### src/rtl/noc_pkg.sv
// Shared port codes, port count and arbiter FSM encoding for the NoC switch allocator.
package noc_pkg;

    localparam int NUM_PORTS = 5;

    localparam logic [2:0] NONE = 3'd0;
    localparam logic [2:0] P1   = 3'd1;
    localparam logic [2:0] P2   = 3'd2;
    localparam logic [2:0] P3   = 3'd3;
    localparam logic [2:0] P4   = 3'd4;
    localparam logic [2:0] P5   = 3'd5;

    typedef enum logic {
        ST_IDLE   = 1'b0,
        ST_LOCKED = 1'b1
    } arb_state_e;

    // Invalid codes (0, 6, 7) map to an all-zero vector, so they can never match a request.
    function automatic logic [NUM_PORTS-1:0] port_onehot(input logic [2:0] code);
        logic [NUM_PORTS-1:0] vec;
        vec = '0;
        for (int i = 0; i < NUM_PORTS; i++) begin
            if (code == 3'(i + 1)) begin
                vec[i] = 1'b1;
            end
        end
        return vec;
    endfunction

    function automatic logic [2:0] next_port(input logic [2:0] code);
        return (code == P5) ? P1 : code + 3'd1;
    endfunction

endpackage

### src/rtl/out_arbiter.sv
// Per-output arbiter: round-robin pick of one input, then lock to it until its tail flit transfers.
module out_arbiter
    import noc_pkg::*;
(
    input  logic                 clk,
    input  logic                 rst,
    input  logic [NUM_PORTS-1:0] cand,
    input  logic [NUM_PORTS-1:0] req_valid,
    input  logic [NUM_PORTS-1:0] req_tail,
    input  logic                 out_ready,
    output logic [2:0]           sa,
    output logic [NUM_PORTS-1:0] grant,
    output arb_state_e           state_dbg
);

    arb_state_e           state_q, state_d;
    logic [2:0]           owner_q, owner_d;
    logic [2:0]           ptr_q, ptr_d;
    logic [2:0]           winner;
    logic                 found;
    logic [2:0]           scan;
    logic [NUM_PORTS-1:0] owner_hit;
    logic                 xfer;
    logic                 tail_xfer;

    // Search starts at the pointer and wraps 5 -> 1; the first candidate seen wins.
    always_comb begin
        winner = NONE;
        found  = 1'b0;
        scan   = ptr_q;
        for (int off = 0; off < NUM_PORTS; off++) begin
            if (!found && |(cand & port_onehot(scan))) begin
                winner = scan;
                found  = 1'b1;
            end
            scan = next_port(scan);
        end
    end

    always_comb begin
        owner_hit = port_onehot(owner_q);
        xfer      = (state_q == ST_LOCKED) && |(req_valid & owner_hit) && out_ready;
        tail_xfer = xfer && |(req_tail & owner_hit);
        grant     = xfer ? owner_hit : '0;
    end

    always_comb begin
        state_d = state_q;
        owner_d = owner_q;
        ptr_d   = ptr_q;
        case (state_q)
            ST_IDLE: begin
                if (found) begin
                    state_d = ST_LOCKED;
                    owner_d = winner;
                end
            end
            ST_LOCKED: begin
                if (tail_xfer) begin
                    state_d = ST_IDLE;
                    owner_d = NONE;
                    ptr_d   = next_port(owner_q);
                end
            end
            default: begin
                state_d = ST_IDLE;
                owner_d = NONE;
            end
        endcase
    end

    always_ff @(posedge clk) begin
        if (rst) begin
            state_q <= ST_IDLE;
            owner_q <= NONE;
            ptr_q   <= P1;
        end else begin
            state_q <= state_d;
            owner_q <= owner_d;
            ptr_q   <= ptr_d;
        end
    end

    // Owner is cleared on release, so the register alone carries the IDLE/LOCKED view of sa.
    assign sa        = owner_q;
    assign state_dbg = state_q;

endmodule

### src/rtl/switch_allocator.sv
// Five-output switch allocator: fans each input's request to its target output arbiter and ORs the grants.
module switch_allocator
    import noc_pkg::*;
(
    input  logic                 clk,
    input  logic                 rst,
    input  logic [NUM_PORTS-1:0] req_valid,
    input  logic [2:0]           dst1,
    input  logic [2:0]           dst2,
    input  logic [2:0]           dst3,
    input  logic [2:0]           dst4,
    input  logic [2:0]           dst5,
    input  logic [NUM_PORTS-1:0] req_tail,
    input  logic [NUM_PORTS-1:0] out_ready,
    output logic [2:0]           sa1,
    output logic [2:0]           sa2,
    output logic [2:0]           sa3,
    output logic [2:0]           sa4,
    output logic [2:0]           sa5,
    output logic [NUM_PORTS-1:0] grant,
    output logic [NUM_PORTS-1:0] dbg_locked
);

    // Handshake: a head flit of input i moves in a cycle when req_valid[i-1] and
    // out_ready of its locked output are both high; grant[i-1] reports exactly that cycle.

    logic [2:0]           dst_arr   [NUM_PORTS];
    logic [2:0]           sa_arr    [NUM_PORTS];
    logic [NUM_PORTS-1:0] cand      [NUM_PORTS];
    logic [NUM_PORTS-1:0] grant_arr [NUM_PORTS];
    arb_state_e           state_arr [NUM_PORTS];

    assign dst_arr[0] = dst1;
    assign dst_arr[1] = dst2;
    assign dst_arr[2] = dst3;
    assign dst_arr[3] = dst4;
    assign dst_arr[4] = dst5;

    always_comb begin
        for (int k = 0; k < NUM_PORTS; k++) begin
            for (int i = 0; i < NUM_PORTS; i++) begin
                cand[k][i] = req_valid[i] && (dst_arr[i] == 3'(k + 1));
            end
        end
    end

    for (genvar k = 0; k < NUM_PORTS; k++) begin : g_out
        out_arbiter u_arb (
            .clk       (clk),
            .rst       (rst),
            .cand      (cand[k]),
            .req_valid (req_valid),
            .req_tail  (req_tail),
            .out_ready (out_ready[k]),
            .sa        (sa_arr[k]),
            .grant     (grant_arr[k]),
            .state_dbg (state_arr[k])
        );
        assign dbg_locked[k] = (state_arr[k] == ST_LOCKED);
    end

    always_comb begin
        grant = '0;
        for (int k = 0; k < NUM_PORTS; k++) begin
            grant = grant | grant_arr[k];
        end
    end

    assign sa1 = sa_arr[0];
    assign sa2 = sa_arr[1];
    assign sa3 = sa_arr[2];
    assign sa4 = sa_arr[3];
    assign sa5 = sa_arr[4];

endmodule

### config.mk
export PLATFORM = sky130hd
export DESIGN_NAME = switch_allocator
export DESIGN_NICKNAME = d
export VERILOG_FILES = /design/src/rtl/noc_pkg.sv /design/src/rtl/out_arbiter.sv /design/src/rtl/switch_allocator.sv
export SDC_FILE = /design/constraint.sdc
export NUM_CORES = 1
export LEC_CHECK = 0
export ABC_CLOCK_PERIOD_IN_PS = 5300
export CELL_PAD_IN_SITES_DETAIL_PLACEMENT = 1
export CELL_PAD_IN_SITES_GLOBAL_PLACEMENT = 1
export CORE_MARGIN = 2
export CORE_UTILIZATION = 43
export CTS_CLUSTER_SIZE = 25
export DETAILED_ROUTE_END_ITERATION = 12
export PLACE_DENSITY_LB_ADDON = 0.1
export SYNTH_ARGS = -nofsm -noshare
export SYNTH_HDL_FRONTEND = slang
export SYNTH_SLANG_ARGS = --single-unit
### constraint.sdc
create_clock -name clk -period 5.3 [get_ports clk]
set_clock_uncertainty 0.1 [all_clocks]
set_input_delay 1.325 -clock clk [delete_from_list [all_inputs] [get_ports clk]]
set_output_delay 1.325 -clock clk [all_outputs]
set_load 0.01 [all_outputs]
==> results of run 1 <==
## registers in the layout (all words and copies together), names as in the netlist
signal,flops
g_out.u_arb.ptr_q,15
g_out.u_arb.sa,15
g_out.u_arb.state_dbg,5
## power breakdown
part           internal (W)  switching (W)
clock network      0.000173       0.000122
registers          0.000275      0.0000302
logic              0.000107       0.000124
## critical path: cells and delay by family
family | cells | cell delay (ps)
buffers and inverters | 3 | 1350
AOI/OAI and AO/OA | 4 | 880
muxes | 1 | 80
and+or+nand+nor | 1 | 80
## per-stage QoR
step                instance area [um^2]  instances  setup WS [ps]  hold WS (ps)  total power (W)
floorplan                           5740        800           1200           363         0.000438
global placement                    6290        981            135           407         0.000528
detailed placement                  6290        981           21.1           427         0.000536
CTS                                 6430        989           13.0           432         0.000832
global route                        6470        991          -16.2           458         0.000868
finish                              6470        991            148           440         0.000832
## layer usage
| metal | track usage | part of all wire | up-vias | wire (um) |
|---|---|---|---|---|
| met5 | 0 | 0 | - | 0 |
| met4 | 0.0676 | 0.019 | 0 | 405 |
| met3 | 0.0437 | 0.058 | 30 | 1250 |
| met2 | 0.496 | 0.47 | 231 | 10100 |
| met1 | 0.401 | 0.45 | 3290 | 9610 |
| li1 | - | - | 3107 | - |
## logic make-up after synthesis
| kind of cell | Yosys count |
|---|---|
| flip-flops | 35 |
| AO/OA/AOI/OAI | 253 |
| adder cells (fa/ha/maj) | 16 |
| AND/OR/NAND/NOR | 368 |
| buffers and inverters | 94 |
| XOR/XNOR | 2 |
| multiplexers | 32 |
## cells in the final DEF (no fill, tap or decap), types with 24 or more instances in the layout
cell	count
a21oi_1	46
a22oi_1	28
clkdlybuf4s50_1	51
dfxtp_1	35
inv_1	29
mux2i_1	24
nand2_1	62
nand3_1	29
nor2_1	75
o21ai_0	31
## what timing repair did
item,CTS,global route
hold endpoints to repair,0,0
endpoints found under the setup margin,1,5
resized for setup,1,7
pin swaps,0,1
cloned,0,0
setup buffers,0,2
hold buffers,0,0
## final cells by class
| class | instances | area [um^2] | area share |
|---|---|---|---|
| clock buffer | 5 | 125 | 0.0193 |
| multi-input combinational | 671 | 4620 | 0.714 |
| clock inverter | 3 | 20.0 | 0.00309 |
| timing repair buffer | 69 | 667 | 0.103 |
| sequential | 35 | 701 | 0.108 |
| inverter | 32 | 120 | 0.0186 |
| tap | 176 | 220 | 0.0340 |
## how the worst max path moves through the flow
stage	start	end	slack (ps)	depth (start not counted)
6_report	req_valid[3]	grant[3]	150	9
5_1_grt	req_valid[3]	grant[3]	-20	9
4_1_cts	req_valid[0]	grant[2]	10	8
3_5_place_dp	req_valid[4]	grant[2]	20	8
3_3_place_gp	req_valid[4]	grant[3]	130	7
2_1_floorplan	req_valid[4]	grant[2]	1200	8
==> out/qor.csv, run 1 <==
stage,metric,value,unit
critical_path,Worst R2R End,g_out[2].u_arb.sa[1],
logic_synthesis,mux cell area share after synthesis,0.0582,
critical_path,CP max stage delay,600,ps
power,Max IR drop VDD,0.000102,V
grt,initial antenna violation count,0,
grt,global-route wire length before repair,34900,um
timing,# setup viols final,0,
logic_synthesis,"Seq/Total Area, Yosys",0.122,
route,vias per inst,6.72,
logic_synthesis,"Top FF cell, synth",dfxtp_1,
critical_path,r2r startpoint,g_out[2].u_arb.ptr_q[2],
critical_path,reg2reg path depth,14,
die,overall die width,120,um
logic_synthesis,Synth Area in Simple Gates,0.378,
timing,Max Transition Viols Final,0,
logic_synthesis,Commonest cells post-synth,"nor2_1 (75), nand2_1 (62), a21oi_1 (46)",
critical_path,Worst path slowest cell,clkdlybuf4s50_1,
die,die area,14300,um^2
layout,fraction of layout cells with a size suffix above 1,0.0883,
logic_synthesis,Compound-Gate Fraction of Synth Area,0.327,
placement,Port Buffers,56,
clock_network,TritonCTS clock tree,done,
critical_path,Arrival @ worst endpoint,3730,ps
grt,vias in the first global route,6543,
layout,area grow syn2layout,12.7,%
die,Core ar.,13100,um^2
die,Starting Density,0.437,
die,Rows,42,
route,Final ANT Viol Nets,0,
critical_path,Crit path required time,3880,ps
critical_path,critical path endpoint category,output port,
logic_synthesis,Seq cells post-synth,35,
logic_synthesis,most common cell in the netlist,nor2_1,
placement,hpwl dp,16100,um
route,Pre-Repair DR Iteration Count,5,
power,Power Density,129,nW/um^2
critical_path,worst-path cell chain,"clkdlybuf4s50_1, buf_4, mux2i_1, o21ai_0, nand2_1, a21oi_1, a21oi_1, o311ai_2, clkdlybuf4s50_1",
layout,Util after Layout,0.492,
clock_network,Worst-path clk slew,60,ps
timing,Final Cycle Share,0.972,
critical_path,Crit Path Class,input pin to output port,
clock_network,Clock Tree Root,clkbuf_16,
status,outcome,finished clean,
timing,worst slew pin tran,920,ps
clock_network,Bufs on Longest Clock Path,2,
logic_synthesis,largest family of logic cells by synthesized area,simple AND/OR/NAND/NOR gates,
logic_synthesis,Mapped Area,5740,um^2
worst_hold_path,worst hold path class,flop to flop,
logic_synthesis,post-synth top area cell,dfxtp_1,
grt,grt ovf,0,
route,Vias,6658,
timing,final hold vios,0,
die,Vert. Die Dim,120,um
layout,final net count,862,
grt,largest net degree at the start of global routing,38,
die,num ports,57,
clock_network,Worst-Skew Late Latency,290,ps
worst_hold_path,hold_sp,g_out[4].u_arb.state_dbg,
clock_network,CTS Buf Count,5,
clock_network,Max H-tree Level,2,
route,Total Wirelength,21400,um
logic_synthesis,Mapped Cells,800,
logic_synthesis,asr flop ratio synth,0,
timing,Max transition margin,0.386,
logic_synthesis,Yosys cell types,95,
logic_synthesis,top post-synthesis cells by area,"dfxtp_1 (12%), nor2_1 (4.9%), mux2i_1 (4.2%)",
route,drt drc,0,
critical_path,CP Launch Type,input pin,
worst_hold_path,Worst Hold Depth,2,
critical_path,R2R Setup Slk,960,ps
grt,GRT Overall Usage,0.295,
timing,fin crit period,5150,ps
logic_synthesis,synthesized area per cell,7.18,um^2
logic_synthesis,top cell type's share of synthesized area,0.122,
timing,setup TNS,0,ps
critical_path,worst-path maximum fanout,10,
route,drt initial violations,609,
clock_network,Clock Sinks,35,
logic_synthesis,Post-Synth XOR/XNOR Area,0.00305,
logic_synthesis,YS warnings,0,
logic_synthesis,Post-synth EDFFs,0,
placement,Placer Congestion,0.931,
logic_synthesis,Post-Syn Nets,848,
timing,fmax,0.194,GHz
logic_synthesis,Adder-Cell Fraction of Synth Area,0.0349,
run,Max Cap Violations,0,
layout,fillcell total,1689,
worst_hold_path,hold path endpoint,g_out[4].u_arb.state_dbg,
power,Pleak,2.38,nW
route,Wirelength per Cell,21.6,um
layout,antenna cells,0,
Note: power is estimated with default switching activity, not from simulation.
==> run 2, diff against run 1 <==
--- a/config.mk
+++ b/config.mk
@@ -8,7 +8,6 @@
 export ABC_CLOCK_PERIOD_IN_PS = 5300
 export CELL_PAD_IN_SITES_DETAIL_PLACEMENT = 1
 export CELL_PAD_IN_SITES_GLOBAL_PLACEMENT = 1
-export CORE_MARGIN = 2
 export CORE_UTILIZATION = 43
 export CTS_CLUSTER_SIZE = 25
 export DETAILED_ROUTE_END_ITERATION = 12
==> out/qor.csv, run 2 (same netlist as run 1, synthesis figures left out) <==
stage,metric,value,unit
status,outcome,finished clean,
timing,# setup viols final,0,
critical_path,worst-path maximum fanout,6,
clock_network,Worst-path clk slew,60,ps
die,num ports,57,
worst_hold_path,worst hold path class,flop to flop,
critical_path,"Largest delay share family, worst path",buffers and inverters,
clock_network,Hold Buf Count CTS,0,
route,Vias,6602,
die,Core ar.,12800,um^2
grt,vias in the first global route,6491,
placement,Placer Congestion,0.969,
clock_network,Clock Tree Root,clkbuf_16,
power,Final Power,0.000830,W
layout,"commonest non-fill, non-tap cell in the layout",nor2_1,
layout,final net count,864,
timing,fin crit period,5220,ps
clock_network,Bufs on Longest Clock Path,2,
critical_path,R2R Setup Slk,850,ps
critical_path,Arrival @ worst endpoint,3790,ps
die,overall die width,118,um
route,Pre-Repair DR Iteration Count,5,
timing,Max transition margin,0.381,
layout,most frequent cells in the layout,"nor2_1 (75), nand2_1 (62), clkdlybuf4s50_1 (54)",
layout,area grow syn2layout,12.5,%
timing,fin worst setup slack,81.9,ps
timing,Final Cycle Share,0.985,
timing,setup TNS,0,ps
critical_path,Worst R2R End,g_out[2].u_arb.sa[0],
critical_path,critical path endpoint category,output port,
grt,largest net degree at the start of global routing,29,
route,Wirelength per Cell,21.4,um
clock_network,Worst-Skew Late Latency,290,ps
power,Pleak,2.38,nW
critical_path,Crit Path Class,input pin to output port,
route,Total Wirelength,21200,um
power,Power Density,129,nW/um^2
route,drt drc,0,
critical_path,Worst path slowest cell,clkdlybuf4s50_1,
critical_path,CP most frequent cell,clkdlybuf4s50_1,
layout,fraction of layout cells with a size suffix above 1,0.0881,
die,Vert. Die Dim,118,um
run,Max Cap Violations,0,
placement,Place WS,65.3,ps
grt,global-route wire length before repair,34000,um
route,Final ANT Viol Nets,0,
die,Rows,41,
timing,final hold vios,0,
timing,RSZ-0062 raised after global routing,no,
timing,Max Transition Viols Final,0,
power,Max IR drop VDD,0.000102,V
critical_path,r2r startpoint,g_out[2].u_arb.ptr_q[2],
grt,GRT Overall Usage,0.300,
die,Starting Density,0.448,
worst_hold_path,Worst Hold Depth,2,
clock_network,CTS Buf Count,5,
worst_hold_path,hold_sp,g_out[4].u_arb.state_dbg,
clock_network,TritonCTS clock tree,done,
route,vias per inst,6.68,
layout,antenna cells,0,
critical_path,buffers and inverters on the worst path,2,
clock_network,Max H-tree Level,2,
critical_path,CP Launch Type,input pin,
route,drt initial violations,565,
clock_network,Clock Sinks,35,
placement,Port Buffers,56,
grt,initial antenna violation count,0,
critical_path,Crit path required time,3880,ps
critical_path,CP max stage delay,610,ps
worst_hold_path,hold path endpoint,g_out[4].u_arb.state_dbg,
die,die area,13800,um^2
timing,worst slew pin tran,927,ps
critical_path,worst-path cell chain,"clkdlybuf4s50_1, mux2_2, a22oi_1, o21ai_0, nand3_1, o22ai_1, a31oi_1, o211ai_1, clkdlybuf4s50_1",
placement,hpwl dp,16200,um
timing,fmax,0.192,GHz
grt,grt ovf,0,
critical_path,reg2reg path depth,13,
run 2: cell count changes in the layout (fill, tap and decap cells not counted), sizes merged:
cell           before  now
clkinv              1    3
dlygate4sd2         1    0
buf                13   15
clkdlybuf4s50      51   54
clkinvlp            2    0
dlymetal6s2s        4    2
run 2: final cells by class:
class                      instances  area (um^2)
fill                            1656         6370
timing repair buffer              71          678
multi-input combinational        671         4600
tap                              172          215
sequential                        35          701
clock inverter                     3         15.0
inverter                          32          120
clock buffer                       5          125
run 2: worst max-delay path by stage:
| stage | slack [ps] | cells past startpoint | to | start |
|---|---|---|---|---|
| CTS | 50 | 9 | grant[2] | req_valid[4] |
| floorplan | 1200 | 8 | grant[2] | req_valid[4] |
| finish | 80 | 9 | grant[4] | req_valid[4] |
| detailed placement | 70 | 9 | grant[2] | req_valid[4] |
| global placement | 190 | 9 | grant[3] | req_valid[4] |
| global route | 40 | 10 | grant[0] | req_valid[4] |
run 2: where the power goes:
part	internal [W]	switching, W
sequential	0.000275	0.0000292
combinational	0.000109	0.000122
clock	0.000172	0.000123
total	0.000556	0.000274
run 2: timing repair:
action	in CTS	in global routing
gates resized for setup	0	3
setup endpoints to repair	0	1
setup buffers	0	2
run 2: worst reg2reg max path, delay by kind of cell, from the launching register on:
kind	cells	cell delay, ps
AOI/OAI and AO/OA	5	1220
adders and majority gates	3	1230
and+or+nand+nor	4	1020
buffers and inverters	1	250
DFF	1	580
run 2: metal layers:
layer,global-route usage,part of all wire,up-vias
li1,-,-,3126
met5,0,0,-
met4,0.126,0.035,0
met2,0.500,0.48,192
met3,0.0441,0.047,57
met1,0.383,0.44,3227
run 2: per-stage QoR:
step	utilization	area, um^2	instances	hold WS, ps
final	0.504	6460	989	440
after floorplan	-	5740	800	363
after CTS	0.502	6440	987	433
after global routing	0.504	6460	989	471
after global placement	0.491	6300	979	414
after detailed placement	0.491	6300	979	425
==> run 3, diff against run 2 <==
--- a/config.mk
+++ b/config.mk
@@ -9,7 +9,7 @@
 export CELL_PAD_IN_SITES_DETAIL_PLACEMENT = 1
 export CELL_PAD_IN_SITES_GLOBAL_PLACEMENT = 1
 export CORE_UTILIZATION = 43
-export CTS_CLUSTER_SIZE = 25
+export CTS_CLUSTER_SIZE = 10
 export DETAILED_ROUTE_END_ITERATION = 12
 export PLACE_DENSITY_LB_ADDON = 0.1
 export SYNTH_ARGS = -nofsm -noshare
==> results of run 3 <==
Final layout, timing and power as in run 2 (identical DEF).
